### config.mk
export PLATFORM = sky130hd
export DESIGN_NAME = fifo_arbiter
export DESIGN_NICKNAME = d
export VERILOG_FILES = /design/src/rtl/fifo_arbiter_pkg.sv /design/src/rtl/fifo_arbiter_rr.sv /design/src/rtl/fifo_arbiter.sv
export SDC_FILE = /design/constraint.sdc
export NUM_CORES = 1
export LEC_CHECK = 0
export BUFFER_PORTS_ARGS = -buffer_cell sky130_fd_sc_hd__buf_4
export CAP_MARGIN = 20
export CORE_MARGIN = 2
export CORE_UTILIZATION = 29
export CTS_BUF_LIST = sky130_fd_sc_hd__clkbuf_4 sky130_fd_sc_hd__clkbuf_8
export DETAILED_ROUTE_END_ITERATION = 6
export SETUP_SLACK_MARGIN = 0.3
export SLEW_MARGIN = 20
export SYNTH_ARGS = -nofsm -noshare
export SYNTH_HDL_FRONTEND = slang
export SYNTH_SLANG_ARGS = --single-unit
export TNS_END_PERCENT = 100
### constraint.sdc
create_clock -name clk_i -period 1.9 [get_ports clk_i]
set_input_delay 0 -clock clk_i [delete_from_list [all_inputs] [get_ports clk_i]]
set_output_delay 0 -clock clk_i [all_outputs]
set_load 0.02 [all_outputs]
### src/rtl/fifo_arbiter_pkg.sv
// Shared encodings for the two-requester FT2232H byte-port arbiter.
package fifo_arbiter_pkg;

    localparam logic OP_TX = 1'b0;
    localparam logic OP_RX = 1'b1;

    localparam logic REQ_AUDIO = 1'b0;
    localparam logic REQ_CTRL  = 1'b1;

    typedef enum logic [1:0] {
        ST_IDLE,
        ST_ISSUE,
        ST_WAIT,
        ST_DONE
    } arb_state_e;

    function automatic logic [1:0] req_onehot(input logic idx);
        return (idx == REQ_CTRL) ? 2'b10 : 2'b01;
    endfunction

endpackage

### src/rtl/fifo_arbiter_rr.sv
// Combinational two-way round-robin pick; a held lock masks the other requester out.
module rr_arbiter2
    import fifo_arbiter_pkg::*;
(
    input  logic [1:0] req,
    input  logic       rr_ptr,
    input  logic       lock_valid,
    input  logic       lock_owner,
    output logic [1:0] grant
);

    logic [1:0] cand;

    // rr_ptr names the last requester served, so a tie goes to the other one.
    always_comb begin
        cand  = lock_valid ? (req & req_onehot(lock_owner)) : req;
        grant = cand;
        if (cand == 2'b11) begin
            grant = req_onehot(~rr_ptr);
        end
    end

endmodule

### src/rtl/fifo_arbiter.sv
// Serialises audio and control byte transactions onto the single fifo_interface port,
// with per-owner locking for multi-byte packets and a watchdog on unanswered requests.
module fifo_arbiter
    import fifo_arbiter_pkg::*;
#(
    parameter int TIMEOUT_CYCLES = 4096
) (
    input  logic        clk_i,
    input  logic        reset_ni,
    input  logic [1:0]  req_i,
    input  logic [1:0]  op_i,
    input  logic [1:0]  lock_i,
    input  logic [15:0] tx_data_i,
    output logic [1:0]  accept_o,
    output logic [1:0]  done_o,
    output logic        ok_o,
    output logic [7:0]  rx_data_o,
    output logic        timeout_o,
    output logic        fifo_tx_data_rdy_o,
    output logic [7:0]  fifo_tx_data_o,
    output logic        fifo_rx_poll_o,
    input  logic        fifo_tx_ok_i,
    input  logic        fifo_tx_err_i,
    input  logic        fifo_rx_data_rdy_i,
    input  logic [7:0]  fifo_rx_data_i,
    input  logic        fifo_rx_err_i,
    input  logic        fifo_busy_i
);

    localparam int             WD_W    = $clog2(TIMEOUT_CYCLES + 1);
    localparam logic [WD_W-1:0] WD_MAX  = WD_W'(TIMEOUT_CYCLES);
    localparam logic [WD_W-1:0] WD_LAST = WD_W'(TIMEOUT_CYCLES - 1);

    arb_state_e state, state_next;

    logic            owner;
    logic            cap_op;
    logic            cap_lock;
    logic [7:0]      tx_byte;
    logic            lock_valid;
    logic            lock_owner;
    logic            rr_ptr;
    logic [WD_W-1:0] wd_cnt;
    logic            ok_q;
    logic            timeout_q;
    logic [7:0]      rx_data_q;
    logic            tx_rdy_q;
    logic            rx_poll_q;

    logic [1:0] grant;
    logic       gnt_idx;
    logic       accepted;
    logic       issue;
    logic       finish;
    logic       finish_ok;
    logic       wd_fire;

    rr_arbiter2 u_rr (
        .req        (req_i),
        .rr_ptr     (rr_ptr),
        .lock_valid (lock_valid),
        .lock_owner (lock_owner),
        .grant      (grant)
    );

    assign gnt_idx = grant[1];

    always_ff @(posedge clk_i or negedge reset_ni) begin
        if (!reset_ni) begin
            state <= ST_IDLE;
        end else begin
            state <= state_next;
        end
    end

    // Errors beat successes, and any real response beats the watchdog.
    always_comb begin
        state_next = state;
        accepted   = 1'b0;
        issue      = 1'b0;
        finish     = 1'b0;
        finish_ok  = 1'b0;
        wd_fire    = 1'b0;
        case (state)
            ST_IDLE: begin
                if (grant != 2'b00) begin
                    accepted   = 1'b1;
                    state_next = ST_ISSUE;
                end
            end
            ST_ISSUE: begin
                if (!fifo_busy_i) begin
                    issue      = 1'b1;
                    state_next = ST_WAIT;
                end
            end
            ST_WAIT: begin
                if (cap_op == OP_TX) begin
                    if (fifo_tx_err_i) begin
                        finish = 1'b1;
                    end else if (fifo_tx_ok_i) begin
                        finish    = 1'b1;
                        finish_ok = 1'b1;
                    end
                end else begin
                    if (fifo_rx_err_i) begin
                        finish = 1'b1;
                    end else if (fifo_rx_data_rdy_i) begin
                        finish    = 1'b1;
                        finish_ok = 1'b1;
                    end
                end
                if (!finish && wd_cnt >= WD_LAST) begin
                    finish  = 1'b1;
                    wd_fire = 1'b1;
                end
                if (finish) begin
                    state_next = ST_DONE;
                end
            end
            ST_DONE: begin
                state_next = ST_IDLE;
            end
            default: begin
                state_next = ST_IDLE;
            end
        endcase
    end

    always_ff @(posedge clk_i or negedge reset_ni) begin
        if (!reset_ni) begin
            owner      <= 1'b0;
            cap_op     <= OP_TX;
            cap_lock   <= 1'b0;
            tx_byte    <= 8'h00;
            lock_valid <= 1'b0;
            lock_owner <= 1'b0;
            rr_ptr     <= 1'b1;
            wd_cnt     <= '0;
            ok_q       <= 1'b0;
            timeout_q  <= 1'b0;
            rx_data_q  <= 8'h00;
            tx_rdy_q   <= 1'b0;
            rx_poll_q  <= 1'b0;
        end else begin
            if (accepted) begin
                owner    <= gnt_idx;
                cap_op   <= op_i[gnt_idx];
                cap_lock <= lock_i[gnt_idx];
                tx_byte  <= gnt_idx ? tx_data_i[15:8] : tx_data_i[7:0];
                rr_ptr   <= gnt_idx;
            end
            tx_rdy_q  <= issue && (cap_op == OP_TX);
            rx_poll_q <= issue && (cap_op == OP_RX);
            if (issue) begin
                wd_cnt <= '0;
            end else if (state == ST_WAIT && wd_cnt != WD_MAX) begin
                wd_cnt <= wd_cnt + 1'b1;
            end
            if (finish) begin
                ok_q      <= finish_ok;
                timeout_q <= wd_fire;
                if (finish_ok && cap_op == OP_RX) begin
                    rx_data_q <= fifo_rx_data_i;
                end
            end
            // A failed or timed-out transaction never keeps the port locked.
            if (state == ST_DONE) begin
                lock_valid <= cap_lock && ok_q;
                lock_owner <= owner;
            end
        end
    end

    assign accept_o           = (state == ST_IDLE && reset_ni) ? grant : 2'b00;
    assign done_o             = (state == ST_DONE) ? req_onehot(owner) : 2'b00;
    assign ok_o               = (state == ST_DONE) && ok_q;
    assign timeout_o          = (state == ST_DONE) && timeout_q;
    assign rx_data_o          = rx_data_q;
    assign fifo_tx_data_rdy_o = tx_rdy_q;
    assign fifo_rx_poll_o     = rx_poll_q;
    assign fifo_tx_data_o     = (state == ST_ISSUE || state == ST_WAIT) ? tx_byte : 8'h00;

endmodule

* Word-level counts from Yosys, hierarchy flattened *
Cells that the tools add are included.

operators by class
  $add $sub $neg = 1
  order comparisons = 2
  eq/ne operators = 8
  multiplexer cells = 38
  bitwise operators = 2
  reduce and logical (&&, ||, !) cells = 16

operator list
  operator                 count
  $mux W13                 2
  $mux W1                  23
  $mux W2                  10
  $mux W8                  2
  $add A13 B1 Y13 const B  1
  $ge A13 B12 Y1 const B   1
  $ne A13 B13 Y1 const B   1
  $logic_and A1 B1 Y1      9
  $pmux W2 S4              1
  $eq A2 B2 Y1 const B     3
  $ne A2 B2 Y1 const B     3
  $reduce_bool A2 Y1       2
  $reduce_and A3 Y1        1
  $and A2 B2 Y2            1
  $eq A2 B1 Y1 const B     1
  $logic_not A2 Y1         1
  $lt A1 B2 Y1 const B     1
  $reduce_and A2 Y1        1
  $logic_not A1 Y1         1
  $logic_or A1 B1 Y1       1
  $not A1 Y1               1

word-level totals
  register bits = 41
  input bits = 37
  output and inout bits = 24

* Longest topological paths before layout *
  depth after elaboration = 10
  depth in mapped cells = 7
  gate-level depth less buffers = 6

* Modules after synthesis *
A second synthesis with hierarchy kept.

unflattened totals
  cells, all modules = 202
  area total of the unflattened synthesis = 2097.0 um^2

modules (own cells, without submodules)
  module        times used  cells an instance  area an instance (um^2)  seq. area each (um^2)
  fifo_arbiter  1           196                2060.7                   1027.2
  rr_arbiter2   1           6                  36.3                     0.0

* Worst setup path after synthesis *
OpenSTA, ideal clock, no wires.

  path type = register -> register
  start = reg state[0]
  end = reg cap_lock
  arrival time = 1.514 ns
  data required time = 1.775 ns
  setup slack = 0.261 ns
  stages on the path, launching flop included = 7
  period minus slack after synthesis = 1.639 ns
  cell sequence = dfrtp_1 -> inv_1 -> ha_1 -> inv_1 -> a21o_1 -> nor2_4 -> mux2_2

between the ends
  cells in the longest elaborated chain, start to end = 2

ends and longest elaborated chain
  item                      RTL line             RTL
  start: declaration        fifo_arbiter.sv:34   arb_state_e state, state_next;
  start signal: assignment  fifo_arbiter.sv:72   state <= state_next;
  $logic_not A2 Y1          fifo_arbiter.sv:84   case (state)
  $mux W1                   fifo_arbiter.sv:84
  end signal: assignment    fifo_arbiter.sv:149  cap_lock <= lock_i[gnt_idx];
  end: declaration          fifo_arbiter.sv:38   logic cap_lock;

No other way between the ends.
A chain may end at the register's enable or synchronous reset.

* Worst setup path in the final report *
Ends and elaborated chain as after synthesis.

==> flow_summary.yaml <==
setup_path:
  crit_path_start: "state[0]"
  cp-start-kind: "flip-flop"
  path_buf_inv: 3
  arrival_ps: 1890
  path_max_fanout: 5
  r2r_slack_ps: 190
  r2r_start: "state[0]"
  crit_type: "reg2reg"
  end_kind: "flip-flop"
  crit_cells: 7
  rr_endpoint: "cap_lock"
  crit_chain: "inv_2 > ha_4 > inv_4 > a21o_1 > nor2_4 > clkbuf_16 > mux2_2"
  cp_data_required_time_ps: 2080
  critPathSlowestCell: "dfrtp_1"
  reg2reg_depth: 7
  cpPeakStageDelay_ps: 420
  setup.worst_path.end: "cap_lock"
  critPathTopFamily: "flip-flops"
cells_and_area:
  drive_above_1_share_pct: 53.6
  fin_util_pct: 44.1
  antenna_cells: 0
  area.growth.synth_to_final_pct: 49.2
  final_cells: 395
  fin_nets: 335
pwr:
  power_density_nw_per_um2: 1390
  leakagePower_nw: 1.58
  vdd_drop_max_mv: 0.406
drt:
  drcViolationCount: 0
  wl_per_cell_um: 13.6
  vias: 1853
  ant_nets: 0
  dr.pass1.iters: 4
  wl_mm: 5.36
  drt_iter0_drc: 42
  via_per_inst: 4.69
floorplan:
  die_w_um: 92.3
  core_area_um2: 7650
  ios: 61
  start_util_pct: 29.6
  core.rowCount: 32
  die_h_um: 92.3
  die_area_um2: 8520
clock_network:
  cts-root-buf: "clkbuf_8"
  cts.clk_slew.worst_paths_ps: 80
  cts_htree_levels: 2
  numCtsBuffers: 5
  clockBufferDepth: 2
  clkSinkCount: 41
  clk_latency_ps: 290
  cts_tree: "built"
synth:
  async_flop_share_pct: 100
  yosysMostFrequentCell: "dfrtp_1"
  synth_top_area_share_pct: 44.2
  yosysWarningCount: 0
  synth_area_um2: 2260
  yosysSeqAreaShare_pct: 45.4
  synth_nets: 241
  synth_common_cells: "dfrtp_1 (40), mux2_2 (21), nor2_1 (17), and2_1 (11)"
  synth-edff-count: 0
  yosysTopAreaCell: "dfrtp_1"
  syn_area_per_cell_um2: 11.4
  synth_seq_cells: 41
  synth_area_leaders: "dfrtp_1 (44%), mux2_2 (10%), mux2_4 (5.3%)"
  syn_inst: 198
  synth-main-ff-cell: "dfrtp_1"
  synth_cell_types: 49
timing:
  skew_ps: 4.16
  rsz0062_at_grt: "true"
  clock.fmax_mhz: 584
  slew_viol_final: 0
  relSlewSlack_pct: 65.1
  fin_crit_sh_pct: 90.1
  fin_ws_ps: 188
  whs_ps: 58.8
  hold_viol: 0
  min_period_ps: 1710
  setup_viol: 0
  worstMarginPinSlew_ps: 523
  finalSetupTns_ps: 0
place:
  place_congestion: 0.792
  port_buffers: 60
  dp_slack_ps: 103
  dp_hpwl_mm: 3.61
  dp.cells: 359
grt:
  grt_max_degree: 42
  grt_pass1_wl_mm: 8.45
  antenna_found_initial: 0
  grt_pass1_vias: 1809
  grt-ovfl-total: 0
  grtUsageTotal_pct: 12.2
job:
  cap_violations: 0
min_path:
  hold_path.class: "in2reg"
status:
  status: "completed"
==> metal layers <==
metal  routed length, um  track usage (%)  vias up  part of all wire, %
met3                 280             3.01        8                  5.2
met5                   0                0        -                    0
met2                2660             20.6       48                   50
met1                2370             15.6      892                   44
li1                    -                -      905                    -
met4                  48             2.86        0                 0.90
==> layout make-up <==
cell class,count,area [um2]
fillers,724,4270
multi-input cells,143,1310
flip-flops and latches,41,1030
repair buffers,93,787
well taps,102,128
clock buffers,6,76.3
inverters,8,32.5
clock inverters,2,10.0
==> sequential cells by signal, indices dropped and copies added, names as in the netlist, 2 cells and up <==
signal and flops:
state 2, wd_cnt 13, tx_byte 8, rx_data_o 8
==> cell families after synthesis <==
group / count (synthesis) / synth area share, %
muxes: 30 / 16.2
and+or+nand+nor: 66 / 18.2
DFF: 41 / 45.4
xor gates and xnor gates: 9 / 3.48
AOI/OAI and AO/OA: 32 / 10.6
adders and majority gates: 6 / 3.32
buffers and inverters: 14 / 2.82
==> worst min-delay path by stage <==
stage | from | to | slack (ps) | depth (start not counted)
CTS | fifo_tx_ok_i | ok_q | 50 | 3
detailed placement | reset_ni | lock_valid | 130 | 2
finish | tx_data_i[2] | tx_byte[2] | 60 | 3
global route | tx_data_i[2] | tx_byte[2] | 60 | 3
floorplan | reset_ni | cap_lock | -300 | 0
global placement | reset_ni | lock_valid | 120 | 2
==> power by group <==
part | internal, W | switching, W
combinational | 0.00148 | 0.00121
sequential | 0.00119 | 0.000242
clock | 0.000269 | 0.000303
==> through the flow <==
step / area, um2 / total power, W
2_1_floorplan: 2290 / 0.00283
3_5_place_dp: 2890 / 0.00360
5_1_grt: 3370 / 0.00499
3_3_place_gp: 2890 / 0.00357
6_report: 3370 / 0.00470
4_1_cts: 3180 / 0.00440
==> tightest hold or removal path, delay by kind of cell <==
kind / cells / cell delay, ps
multiplexers: 2 / 240
buffers and inverters: 1 / 80
==> cells in the final DEF (no fill, tap or decap), types with 7 or more instances in the layout <==
cell type and count:
o21ai_0 7, mux2_4 15, mux2_2 14, dfrtp_1 36, nor2_1 17, dlygate4sd3_1 9
and2_1 11, buf_4 77
==> timing repair <==
item / in CTS / in global routing
hold endpoints to repair: 48 / 0
hold buffers: 9 / 0
endpoints found under the setup margin: 30 / 23
resized for setup: 9 / 21
pin swaps: 4 / 9
cloned: 0 / 1
setup buffers: 9 / 9
No activity file was read; power rests on OpenSTA's default activity.
